File: config.mk
export PLATFORM = sky130hd
export DESIGN_NAME = microcode_sequencer
export DESIGN_NICKNAME = d
export VERILOG_FILES = /design/src/rtl/microcode_sequencer.sv
export SDC_FILE = /design/constraint.sdc
export NUM_CORES = 1
export LEC_CHECK = 0
export CORE_ASPECT_RATIO = 0.75
export CORE_UTILIZATION = 30
export DETAILED_ROUTE_END_ITERATION = 6
export GPL_TIMING_DRIVEN = 0
export PLACE_DENSITY = 0.9
export SLEW_MARGIN = 20
export SYNTH_ARGS = -nofsm -noshare
export SYNTH_HDL_FRONTEND = slang
export SYNTH_SLANG_ARGS = --single-unit
File: constraint.sdc
create_clock -name clk -period 2.9 [get_ports clk]
set_clock_uncertainty 0.05 [all_clocks]
set_input_delay 0.435 -clock clk [delete_from_list [all_inputs] [get_ports clk]]
set_output_delay 0.435 -clock clk [all_outputs]
set_load 0.02 [all_outputs]
File: src/rtl/microcode_sequencer.sv
// microcode_sequencer
//   Drives the microcode ROM address {opcode, step} and walks through the
//   microsteps of each instruction. The ROM has a one-cycle registered read,
//   so each microstep is an ISSUE cycle (address presented and sampled)
//   followed by an EXEC cycle (control word returned and forwarded).
//
// Ports
//   clk         system clock, all state on rising edge
//   reset       asynchronous, active-high reset
//   opcode      live opcode from the instruction register
//   rom_data    control word from the ROM, valid the cycle after rom_addr is sampled
//   step_en     run/single-step permit, sampled in ISSUE only
//   resume      leave HALTED (level, sampled in HALTED only)
//   rom_addr    {opcode, step} to the ROM address port
//   ctrl_out    gated control word to the datapath (zero outside EXEC)
//   ctrl_strobe high during EXEC cycles
//   step        current microstep
//   halted      high in HALTED
//   instr_done  one-cycle pulse on the EXEC cycle that ends an instruction
//
// state   | meaning
// --------+-------------------------------------------------------------
// ISSUE   | rom_addr presented; advance to EXEC when step_en is high
// EXEC    | ROM word valid; forward it, then halt / end / next step
// HALTED  | halt bit seen; wait for resume, then restart at step 0

module microcode_sequencer #(
  parameter int STEP_W      = 4,
  parameter int MAX_STEP    = 7,
  parameter int FETCH_STEPS = 2,
  parameter int HLT_BIT     = 15
) (
  input  logic                clk,
  input  logic                reset,
  input  logic [3:0]          opcode,
  input  logic [15:0]         rom_data,
  input  logic                step_en,
  input  logic                resume,
  output logic [STEP_W+3:0]   rom_addr,
  output logic [15:0]         ctrl_out,
  output logic                ctrl_strobe,
  output logic [STEP_W-1:0]   step,
  output logic                halted,
  output logic                instr_done
);

  typedef enum logic [1:0] {
    S_ISSUE  = 2'd0,
    S_EXEC   = 2'd1,
    S_HALTED = 2'd2
  } state_t;

  localparam logic [STEP_W-1:0] LAST_STEP  = STEP_W'(MAX_STEP);
  localparam logic [STEP_W-1:0] FETCH_LAST = STEP_W'(FETCH_STEPS);
  localparam logic [STEP_W-1:0] STEP_ONE   = STEP_W'(1);

  state_t            state_q, state_d;
  logic [STEP_W-1:0] step_q, step_d;

  // An all-zero word only terminates once the fetch steps are behind us;
  // during fetch a zero word is simply an idle microstep.
  logic end_word;
  logic last_step;

  assign end_word  = (rom_data == 16'h0000) && (step_q >= FETCH_LAST);
  assign last_step = (step_q == LAST_STEP);

  // opcode is live; the ROM latches whatever is on the bus at the
  // ISSUE->EXEC edge, so a mid-fetch IR load shows up on the next step.
  assign rom_addr = {opcode, step_q};
  assign step     = step_q;

  always_ff @(posedge clk or posedge reset) begin
    if (reset) begin
      state_q <= S_ISSUE;
      step_q  <= '0;
    end else begin
      state_q <= state_d;
      step_q  <= step_d;
    end
  end

  always_comb begin
    state_d     = state_q;
    step_d      = step_q;
    ctrl_out    = 16'h0000;
    ctrl_strobe = 1'b0;
    halted      = 1'b0;
    instr_done  = 1'b0;

    case (state_q)
      S_ISSUE: begin
        if (step_en) begin
          state_d = S_EXEC;
        end
      end

      S_EXEC: begin
        ctrl_out    = rom_data;
        ctrl_strobe = 1'b1;
        if (rom_data[HLT_BIT]) begin
          // step is kept so the halt address stays visible on rom_addr
          state_d = S_HALTED;
        end else if (end_word || last_step) begin
          instr_done = 1'b1;
          step_d     = '0;
          state_d    = S_ISSUE;
        end else begin
          step_d  = step_q + STEP_ONE;
          state_d = S_ISSUE;
        end
      end

      S_HALTED: begin
        halted = 1'b1;
        if (resume) begin
          step_d  = '0;
          state_d = S_ISSUE;
        end
      end

      default: begin
        step_d  = '0;
        state_d = S_ISSUE;
      end
    endcase
  end

endmodule

==> impl_metrics.toml <==
[status]
status = "finished, final reports clean"

[drt]
drtIter0Drc = 6
postRouteAntennaNets = 0
drtPass1Iterations = 4
drc = 0
drt_wl_total_mm = 1.63
vias = 655
viasPerCell = 4.58
routedWlPerCell_um = 11.4

[layout]
final_area_um2 = 1140
final_common_cell = "clkdlybuf4s50_1"
multiInputGateArea_um2 = 345
final_cell_count_no_fill = 143
seq_area_um2 = 150
num-nets-final = 149
final_cell_mix = "clkdlybuf4s50_1 (49), and2_1 (16), buf_4 (9)"
drive_gt1_share_pct = 14.0
diodes = 0
fill_cells = 146
area_growth_pct = 101

[sta]
fmax_ghz = 0.391
fin_ws_ps = 345
rsz0062_at_grt = "false"
tightest_slew_ps = 309
min_period_ps = 2550
holdWs_ps = 351
finalMaxSlewViolations = 0
period_share_pct = 88.1
finalHoldViolations = 0
setup_viol_count_final = 0
slew_headroom_pct = 79.3

[yosys]
synth-seq-cells = 6
seq_area_frac_synth_pct = 26.5
yosysWarnings = 0
synth_area_per_cell_um2 = 8.34
syn_nets = 94
ys_types = 27
syn_area_um2 = 567
syn_inst = 68

[placement]
dp_hpwl_mm = 1.31
routabilityCongestion = 0.738
dp_slack_ps = -41.0
placed_area_um2 = 1090
io_buffer_count = 50
place_inst = 140

[critical_path]
cp_slowest_cell = "clkdlybuf4s50_1"
reg2reg_slack_ps = 1340
start_kind = "flip-flop"
worstSetupEndpointType = "output port"
cp_max_fo = 10
path_class = "reg -> out"
cpPeakStageDelay_ps = 590
critical_path_arrival_ps = 2070
required_ps = 2410
cp_cell_sequence = "and2b_1, clkbuf_1, and2_1, buf_4, clkdlybuf4s50_1"

[cts]
cts_tree = "built"
cts.reportedPaths.clkPinSlew_ps = 40
numCtsBuffers = 3
clockRootBuffer = "clkbuf_4"
htree_num_levels = 1
hold_buffers = 0
clockBufferDepth = 2
clock-sinks = 6
clk_latency_ps = 230

[power]
p_seq_share_pct = 24.7
switching_share_pct = 39.9
p_comb_share_pct = 63.3
irDropWorstVdd_mv = 0.405
p_switching_w = 0.000241
power.total_w = 0.000603
clockPowerShare_pct = 12.1
power.density_nw_per_um2 = 529
power.leakage_nw = 0.490
power.internal_w = 0.000362

[worst_hold_path]
hold_class = "in -> async"

[floorplanning]
rows = 13
core_region_area_um2 = 1760
die_w_um = 52.2
ioPinCount = 55
design.die.area_um2 = 2070
start_util_pct = 32.3
die_h_um = 39.6

[global_routing]
grt_pass1_vias = 505
grt_max_degree = 11
grt_usage_pct = 14.3
antenna_found_initial = 0
global_route.overflow_total = 0
grt_first_pass_wirelength_mm = 2.09

[job]
drv_cap = 0
## state kept, by name, indices dropped and copies added, names as in the netlist
name / count
step: 4
state_q: 2
## power groups by stage
| stage | combinational, W | sequential [W] | clock [W] |
|---|---|---|---|
| floorplan | 0.000187 | 0.000166 | 0 |
| global placement | 0.000377 | 0.000148 | 0 |
| detailed placement | 0.000382 | 0.000150 | 0 |
| CTS | 0.000383 | 0.000148 | 0.0000769 |
| global route | 0.000410 | 0.000155 | 0.0000801 |
| finish | 0.000381 | 0.000149 | 0.0000726 |
## kinds of logic (layout without fill, tap and decap cells)
group / Yosys count / count (layout) / synth area share, %
AOI/OAI and AO/OA: 10 / 10 / 13.2
adders and majority gates: 2 / 2 / 4.41
DFF: 6 / 6 / 26.5
buffers and inverters: 15 / 68 / 15.9
and+or+nand+nor: 35 / 35 / 40.0
## area by class of cell
cell class	count	share of cell area, %
tap	22	2.42
multi-input combinational	47	30.3
buffer	11	6.59
timing repair buffer	50	44.2
clock buffer	3	1.98
inverter	4	1.32
sequential	6	13.2
## cell usage after synthesis
| cell | count | area share [%] |
|---|---|---|
| a21o_1 | 1 | 1.3 |
| a22oi_1 | 1 | 1.3 |
| a22oi_2 | 1 | 2.2 |
| a32oi_1 | 1 | 1.5 |
| and2_1 | 16 | 18 |
| and2b_1 | 1 | 1.3 |
| and3_1 | 1 | 1.1 |
| and3b_1 | 1 | 1.5 |
| buf_4 | 9 | 12 |
| clkbuf_1 | 2 | 1.3 |
| dfrtp_1 | 6 | 26 |
| ha_1 | 2 | 4.4 |
| inv_1 | 4 | 2.6 |
| nand2_1 | 2 | 1.3 |
| nand2b_1 | 2 | 2.2 |
| nand3_1 | 1 | 0.88 |
| nand3b_1 | 1 | 1.3 |
| nand4_1 | 1 | 1.1 |
| nor2b_1 | 2 | 2.2 |
| nor3b_1 | 1 | 1.3 |
| nor4_1 | 4 | 4.4 |
| nor4_2 | 1 | 2.2 |
| o21ai_0 | 1 | 0.88 |
| o21ai_1 | 2 | 1.8 |
| o31ai_1 | 2 | 2.6 |
| o41ai_1 | 1 | 1.5 |
| or4_1 | 1 | 1.3 |
## routing by layer
layer  up-vias  wire length [um]  GRT usage [%]
met5         -                 0              0
met4         0                 0           7.89
met3         0               160           3.49
met2        29               794           23.7
met1       290               678           17.2
li1        336                 -              -
## what timing repair did
action | 4_1_cts | 5_1_grt
buffers inserted | 0 | 0
endpoints found under the setup margin | 1 | 1
resized for setup | 1 | 3
## worst paths after layout
path / start / end / cells past startpoint
setup / recovery: state_q[1] / ctrl_out[15] / 5
hold / removal: reset / step[3] / 2
setup reg to reg: step[0] / step[2] / 5
hold reg to reg: state_q[0] / state_q[0] / 1
max in group asynchronous: reset / state_q[1] / 2
min in group clk: state_q[0] / state_q[0] / 1
## critical path: cells and delay by family, from the launching register on
kind | cells | cell delay (ps)
buffers and inverters | 3 | 980
and+or+nand+nor | 2 | 440
DFF | 1 | 410
## per-stage QoR
stage | TNS (ps) | utilization, %
after floorplan | 0 | -
after global placement | -10.2 | 62.3
after detailed placement | -41.0 | 62.3
after CTS | 0 | 64.0
after global routing | 0 | 64.8
final | 0 | 64.8
Note: power is estimated with default switching activity, not from simulation.
